### config.mk
export PLATFORM = sky130hd
export DESIGN_NAME = maxpool_seq_ctrl
export DESIGN_NICKNAME = d
export VERILOG_FILES = /design/src/rtl/maxpool_seq_ctrl_pkg.sv /design/src/rtl/maxpool_seq_ctrl_win_buf.sv /design/src/rtl/maxpool_seq_ctrl.sv
export SDC_FILE = /design/constraint.sdc
export NUM_CORES = 1
export LEC_CHECK = 0
export CORE_MARGIN = 5
export CORE_UTILIZATION = 39
export DETAILED_ROUTE_END_ITERATION = 10
export DONT_BUFFER_PORTS = 1
export GPL_ROUTABILITY_DRIVEN = 0
export PLACE_DENSITY = 0.53
export SYNTH_ARGS = -nofsm -noshare
export SYNTH_HDL_FRONTEND = slang
export SYNTH_HIERARCHICAL = 1
export SYNTH_SLANG_ARGS = --single-unit
### constraint.sdc
create_clock -name clk -period 2.56 [get_ports clk]
set_clock_uncertainty 0.05 [all_clocks]
set_input_delay 0.128 -clock clk [delete_from_list [all_inputs] [get_ports clk]]
set_output_delay 0.128 -clock clk [all_outputs]
set_load 0.05 [all_outputs]
### src/rtl/maxpool_seq_ctrl_pkg.sv
// Shared constants for the MaxPooling sequencer: FSM encodings and window geometry.
// MINV is declared in each module because its width follows the WIDTH parameter.
package maxpool_seq_ctrl_pkg;

  localparam logic [2:0] ST_IDLE    = 3'd0;
  localparam logic [2:0] ST_COLLECT = 3'd1;
  localparam logic [2:0] ST_BURST   = 3'd2;
  localparam logic [2:0] ST_WAIT    = 3'd3;
  localparam logic [2:0] ST_EMIT    = 3'd4;
  localparam logic [2:0] ST_FIN     = 3'd5;

  // Index of the final slot of a window, and the fixed burst length.
  localparam logic [1:0] WIN3_LAST = 2'd2;
  localparam logic [1:0] WIN2_LAST = 2'd1;
  localparam int         BURST_LEN = 3;

  function automatic logic [1:0] win_last(input logic s3);
    return s3 ? WIN3_LAST : WIN2_LAST;
  endfunction

endpackage

### src/rtl/maxpool_seq_ctrl_win_buf.sv
// Three-entry pooling window buffer: indexed writes, clear-to-MINV, and a burst read pointer.
module maxpool_seq_ctrl_win_buf #(
  parameter int WIDTH = 32
) (
  input  logic             clk,
  input  logic             rst,
  input  logic             clr,
  input  logic             wr_en,
  input  logic [WIDTH-1:0] wr_data,
  input  logic             rd_adv,
  output logic [1:0]       wr_idx,
  output logic [WIDTH-1:0] rd_data
);

  localparam logic [WIDTH-1:0] MINV = {1'b1, {(WIDTH-1){1'b0}}};

  logic [WIDTH-1:0] slot0_q, slot0_d;
  logic [WIDTH-1:0] slot1_q, slot1_d;
  logic [WIDTH-1:0] slot2_q, slot2_d;
  logic [1:0]       wr_idx_q, wr_idx_d;
  logic [1:0]       rd_ptr_q, rd_ptr_d;

  // Next-state for slots and pointers; clear wins over write and advance.
  always_comb begin
    slot0_d  = slot0_q;
    slot1_d  = slot1_q;
    slot2_d  = slot2_q;
    wr_idx_d = wr_idx_q;
    rd_ptr_d = rd_ptr_q;
    if (clr) begin
      slot0_d  = MINV;
      slot1_d  = MINV;
      slot2_d  = MINV;
      wr_idx_d = 2'd0;
      rd_ptr_d = 2'd0;
    end else begin
      if (wr_en) begin
        case (wr_idx_q)
          2'd0:    slot0_d = wr_data;
          2'd1:    slot1_d = wr_data;
          2'd2:    slot2_d = wr_data;
          default: slot2_d = slot2_q;
        endcase
        wr_idx_d = wr_idx_q + 2'd1;
      end else begin
        wr_idx_d = wr_idx_q;
      end
      if (rd_adv) begin
        rd_ptr_d = rd_ptr_q + 2'd1;
      end else begin
        rd_ptr_d = rd_ptr_q;
      end
    end
  end

  // Slot and pointer registers.
  always_ff @(posedge clk) begin
    if (rst) begin
      slot0_q  <= MINV;
      slot1_q  <= MINV;
      slot2_q  <= MINV;
      wr_idx_q <= 2'd0;
      rd_ptr_q <= 2'd0;
    end else begin
      slot0_q  <= slot0_d;
      slot1_q  <= slot1_d;
      slot2_q  <= slot2_d;
      wr_idx_q <= wr_idx_d;
      rd_ptr_q <= rd_ptr_d;
    end
  end

  // Burst read mux; past the last slot it yields MINV.
  always_comb begin
    case (rd_ptr_q)
      2'd0:    rd_data = slot0_q;
      2'd1:    rd_data = slot1_q;
      2'd2:    rd_data = slot2_q;
      default: rd_data = MINV;
    endcase
  end

  assign wr_idx = wr_idx_q;

endmodule

### src/rtl/maxpool_seq_ctrl.sv
// Streams one feature-map channel through MaxPooling: buffers each window, bursts it
// without stalls, waits out the pool latency and presents the result on a valid/ready port.
module maxpool_seq_ctrl
  import maxpool_seq_ctrl_pkg::*;
#(
  parameter int WIDTH    = 32,
  parameter int LEN_W    = 12,
  parameter int PIPE_LAT = 2
) (
  input  logic             clk,
  input  logic             rst,
  input  logic             start,
  input  logic [LEN_W-1:0] cfg_len,
  input  logic             cfg_s3,
  input  logic             in_valid,
  output logic             in_ready,
  input  logic [WIDTH-1:0] in_data,
  output logic             out_valid,
  input  logic             out_ready,
  output logic [WIDTH-1:0] out_data,
  output logic             out_last,
  output logic [WIDTH-1:0] pool_din,
  output logic             pool_s3,
  input  logic [WIDTH-1:0] pool_dout,
  output logic             busy,
  output logic             done
);

  localparam logic [WIDTH-1:0] MINV      = {1'b1, {(WIDTH-1){1'b0}}};
  localparam int               CNT_W     = 8;
  localparam logic [CNT_W-1:0] BURST_END = CNT_W'(BURST_LEN - 1);
  localparam logic [CNT_W-1:0] WAIT_END  = CNT_W'(PIPE_LAT - 1);
  localparam logic [CNT_W-1:0] CNT_ONE   = CNT_W'(1);
  localparam logic [LEN_W-1:0] LEN_ONE   = LEN_W'(1);

  logic [2:0]       state_q, state_d;
  logic [LEN_W-1:0] rem_q, rem_d;
  logic             s3_q, s3_d;
  logic [CNT_W-1:0] cnt_q, cnt_d;
  logic [WIDTH-1:0] out_data_q, out_data_d;
  logic             out_last_q, out_last_d;
  logic             in_ready_q, in_ready_d;
  logic             out_valid_q, out_valid_d;
  logic             busy_q, busy_d;
  logic             done_q, done_d;

  logic             buf_clr, buf_wr, buf_adv;
  logic [1:0]       buf_idx;
  logic [WIDTH-1:0] buf_rd;
  logic             in_hs;

  assign in_hs = in_valid & in_ready_q;

  maxpool_seq_ctrl_win_buf #(.WIDTH(WIDTH)) u_win_buf (
    .clk     (clk),
    .rst     (rst),
    .clr     (buf_clr),
    .wr_en   (buf_wr),
    .wr_data (in_data),
    .rd_adv  (buf_adv),
    .wr_idx  (buf_idx),
    .rd_data (buf_rd)
  );

  // Sequencer next-state and datapath control.
  always_comb begin
    state_d    = state_q;
    rem_d      = rem_q;
    s3_d       = s3_q;
    cnt_d      = cnt_q;
    out_data_d = out_data_q;
    out_last_d = out_last_q;
    buf_clr    = 1'b0;
    buf_wr     = 1'b0;
    buf_adv    = 1'b0;
    case (state_q)
      ST_IDLE: begin
        if (start) begin
          if (cfg_len != {LEN_W{1'b0}}) begin
            state_d = ST_COLLECT;
            rem_d   = cfg_len;
            s3_d    = cfg_s3;
            buf_clr = 1'b1;
          end else begin
            state_d = ST_FIN;
          end
        end else begin
          state_d = ST_IDLE;
        end
      end
      ST_COLLECT: begin
        if (in_hs) begin
          buf_wr = 1'b1;
          rem_d  = rem_q - LEN_ONE;
          // A short final window bursts as soon as the channel runs out.
          if ((buf_idx == win_last(s3_q)) || (rem_q == LEN_ONE)) begin
            state_d = ST_BURST;
            cnt_d   = {CNT_W{1'b0}};
          end else begin
            state_d = ST_COLLECT;
          end
        end else begin
          state_d = ST_COLLECT;
        end
      end
      ST_BURST: begin
        buf_adv = 1'b1;
        if (cnt_q == BURST_END) begin
          state_d = ST_WAIT;
          cnt_d   = {CNT_W{1'b0}};
        end else begin
          cnt_d = cnt_q + CNT_ONE;
        end
      end
      ST_WAIT: begin
        if (cnt_q == WAIT_END) begin
          state_d    = ST_EMIT;
          out_data_d = pool_dout;
          out_last_d = (rem_q == {LEN_W{1'b0}});
          cnt_d      = {CNT_W{1'b0}};
        end else begin
          cnt_d = cnt_q + CNT_ONE;
        end
      end
      ST_EMIT: begin
        if (out_ready) begin
          out_data_d = {WIDTH{1'b0}};
          out_last_d = 1'b0;
          if (out_last_q) begin
            state_d = ST_FIN;
          end else begin
            state_d = ST_COLLECT;
            buf_clr = 1'b1;
          end
        end else begin
          state_d = ST_EMIT;
        end
      end
      ST_FIN: begin
        state_d = ST_IDLE;
        s3_d    = 1'b0;
        rem_d   = {LEN_W{1'b0}};
      end
      default: begin
        state_d = ST_IDLE;
      end
    endcase
  end

  // Handshake and status flags follow the state being entered.
  always_comb begin
    in_ready_d  = (state_d == ST_COLLECT);
    out_valid_d = (state_d == ST_EMIT);
    busy_d      = (state_d != ST_IDLE);
    done_d      = (state_q == ST_FIN);
  end

  // State and output registers.
  always_ff @(posedge clk) begin
    if (rst) begin
      state_q     <= ST_IDLE;
      rem_q       <= {LEN_W{1'b0}};
      s3_q        <= 1'b0;
      cnt_q       <= {CNT_W{1'b0}};
      out_data_q  <= {WIDTH{1'b0}};
      out_last_q  <= 1'b0;
      in_ready_q  <= 1'b0;
      out_valid_q <= 1'b0;
      busy_q      <= 1'b0;
      done_q      <= 1'b0;
    end else begin
      state_q     <= state_d;
      rem_q       <= rem_d;
      s3_q        <= s3_d;
      cnt_q       <= cnt_d;
      out_data_q  <= out_data_d;
      out_last_q  <= out_last_d;
      in_ready_q  <= in_ready_d;
      out_valid_q <= out_valid_d;
      busy_q      <= busy_d;
      done_q      <= done_d;
    end
  end

  assign pool_din  = (state_q == ST_BURST) ? buf_rd : MINV;
  assign pool_s3   = s3_q;
  assign in_ready  = in_ready_q;
  assign out_valid = out_valid_q;
  assign out_data  = out_data_q;
  assign out_last  = out_last_q;
  assign busy      = busy_q;
  assign done      = done_q;

endmodule

==> impl_metrics.toml <==
[worst_setup_path]
worst_r2r_path_depth = 6
critPathCaptureType = "output pin"
cp_max_fo = 15
reg2reg_setup_slack_ps = 180
r2r-end = "rem_q[9]"
crit_type = "reg -> out"
cp_cell_sequence = "inv_1 > ha_2 > buf_4 > a222oi_1 > nor2_1 > and2_1 > buf_12"
worstPathRequired_ps = 2380
critPathMaxStageDelay_ps = 400
cp.arrival_ps = 2230
r2r_start = "rem_q[2]"
start_kind = "flop"
critical_path.slowest_cell = "dfxtp_1"

[yosys]
synth_seq_cells = 161
synth_area_per_cell_um2 = 8.41
yosys-top-cells-area = "dfxtp_1, a21bo_2, a21oi_1"
syn-num-nets = 1043
synth_area_um2 = 7980
synthArstFlopShare = 0
synth_enable_flop_cells = 0
ys.flop_type = "dfxtp_1"
synth_top_area_frac = 0.404
syn_inst = 948
synth_most_common_cell = "dfxtp_1"
seq_area_frac_synth = 0.404
ys_types = 53
ys_top_cells_by_count = "dfxtp_1, a21oi_1, nand3_1, a21bo_2, clkbuf_1"
synth_area_leader_cell = "dfxtp_1"
yosysWarnings = 6

[clocking]
htreeDepth = 4
tritoncts = "done"
clock_latency_ps = 420
clk_pin_slew_worst_paths_ps = 60
clk_path_buf_depth = 2
cts.root.buffer_cell = "clkbuf_16"
post-cts-setup-buffers = 0
cts_buffers = 17
clock_sinks = 161

[drt]
drt_first_pass_iters = 7
met1Wirelength_um = 10000
dr_wl_met2_um = 10600
drt_iter0_drc = 506
wl_um = 22700
top_layer = "met4"
wl_met3_um = 1730
antenna_left = 0
wl_per_cell_um = 17.3
vias = 7330
drc_errors = 0
vias_per_cell = 5.60

[grt]
grt_pass1_wl_um = 37300
grt_use_total = 0.189
grt_max_degree = 55
grt-ovfl-total = 0
grt_pass1_vias = 7001
grt_antenna_before_repair = 1

[min_path]
min_from = "rst"
holdPathEnd = "u_win_buf/slot1_q[4]"
whs_path_depth = 2
hold_class = "in -> reg"

[layout]
final_cell_area_um2 = 10500
fin_nets = 1122
syn_to_final_growth_pct = 31.0
drive_above_1_share = 0.202

[sta]
whs_ps = 30.3
maxSlewHeadroom = 0.532
rsz0062_at_grt = "no"
final.period_utilization = 0.940
drv_slew = 0
finalHoldViolCount = 0
fmax_mhz = 415
tightest_slew_ps = 703
min_period_ps = 2410
tns_ps = 0
finalSetupViolCount = 0

[placement]
dp_hpwl_um = 14500
placed_area_um2 = 8970
port_buffers = 0

[pwr]
powerDensity_nw_per_um2 = 549
vdd_drop_max_mv = 0.470
p_leak_nw = 3.69

[die]
die_height_um = 153
die_w_um = 153
rows = 52
start_util = 0.395
design.core.area_um2 = 20200
die_area_um2 = 23400
pin_count = 152

[job]
maxCapViolCount = 0

[status]
status = "completed"
==> flip-flops by register name, indices dropped and copies added, names as in the netlist <==
signal and cells:
out_data 32, u_win_buf/slot0_q 32, u_win_buf/slot1_q 32, u_win_buf/slot2_q 32, rem_q 12, cnt_q 8
state_q 3, u_win_buf/rd_ptr_q 2, u_win_buf/wr_idx 2, busy 1, done 1, in_ready 1
out_last 1, out_valid 1, pool_s3 1
==> power breakdown <==
part	total, mW	internal [mW]	switching, mW
combinational	0.522	0.237	0.285
clock	2.64	1.55	1.09
sequential	2.57	2.53	0.0377
total	5.73	4.32	1.41
==> worst max-delay path, delay by kind of cell (launching register included) <==
family / cells / cell delay [ps]
adder cells (fa/ha/maj): 1 / 330
buffers and inverters: 3 / 460
AND/OR/NAND/NOR: 2 / 280
flip-flops: 1 / 400
AO/OA/AOI/OAI: 1 / 340
==> metrics by stage <==
stage | power (mW) | instances | util | setup WS [ps]
final | 5.73 | 1310 | 0.518 | 153
after CTS | 5.78 | 1309 | 0.518 | 56.4
after global routing | 5.96 | 1310 | 0.518 | 3.95
after global placement | 3.00 | 1193 | 0.445 | 371
after detailed placement | 3.00 | 1193 | 0.445 | 345
after floorplan | 2.90 | 948 | - | 285
==> cells in the final DEF, fill, tap and decap left out, types with 3 or more instances in the layout <==
master	n
ha_2	6
o21ai_0	9
clkbuf_16	17
ha_1	7
nor4_1	6
inv_6	3
nor3_1	7
inv_1	14
nor4b_1	3
nand2b_1	7
a311o_1	3
or4_1	6
dlygate4sd3_1	84
nand3_1	137
xnor2_1	7
and2_1	36
or3_1	6
bufinv_16	3
a31oi_1	6
nor2_2	3
a21oi_1	140
nor2_1	54
a21boi_0	3
dfxtp_1	161
mux2i_1	5
a21bo_2	93
a22oi_1	7
a32o_1	4
a211oi_1	6
buf_12	42
buf_4	29
clkinv_4	4
nand2_1	53
a222oi_1	31
==> cell families (layout without fill, tap and decap cells) <==
| logic type | after synthesis | after routing | share of synthesized area |
|---|---|---|---|
| other cells | 0 | 1 | 0 |
| compound gates | 319 | 319 | 0.295 |
| xor+xnor | 7 | 7 | 0.00769 |
| flops | 161 | 161 | 0.404 |
| simple gates | 334 | 334 | 0.209 |
| buf+inv | 109 | 200 | 0.0574 |
| mux | 5 | 5 | 0.00627 |
| fa+ha+maj | 13 | 13 | 0.0204 |
==> how the worst max path moves through the flow <==
stage	start	end	depth (start not counted)
2_1_floorplan	state_q[0]	u_win_buf/slot0_q[31]	9
3_3_place_gp	cnt_q[7]	busy	5
3_5_place_dp	cnt_q[7]	busy	5
4_1_cts	u_win_buf/rd_ptr_q[0]	pool_din[21]	6
5_1_grt	state_q[2]	pool_din[30]	7
6_report	u_win_buf/rd_ptr_q[0]	pool_din[21]	7
==> per-layer routing <==
layer,vias up,track usage
met5,-,0
met4,0,0.0530
met3,20,0.0512
met2,262,0.302
met1,3446,0.254
li1,3602,-
==> layout make-up <==
class	count	area (µm²)
fillers	1900	9720
diodes	1	2.50
well taps	270	338
flip-flops and latches	161	3220
multi-input cells	678	4330
clock inverters	14	183
inverters	14	52.6
clock buffers	17	425
repair buffers	155	1900
==> what timing repair did <==
action	4_1_cts	5_1_grt
hold buffers	85	0
hold endpoints to repair	155	0
setup endpoints to repair	15	22
gates resized for setup	1	3
(Power assumes the default switching activity.)
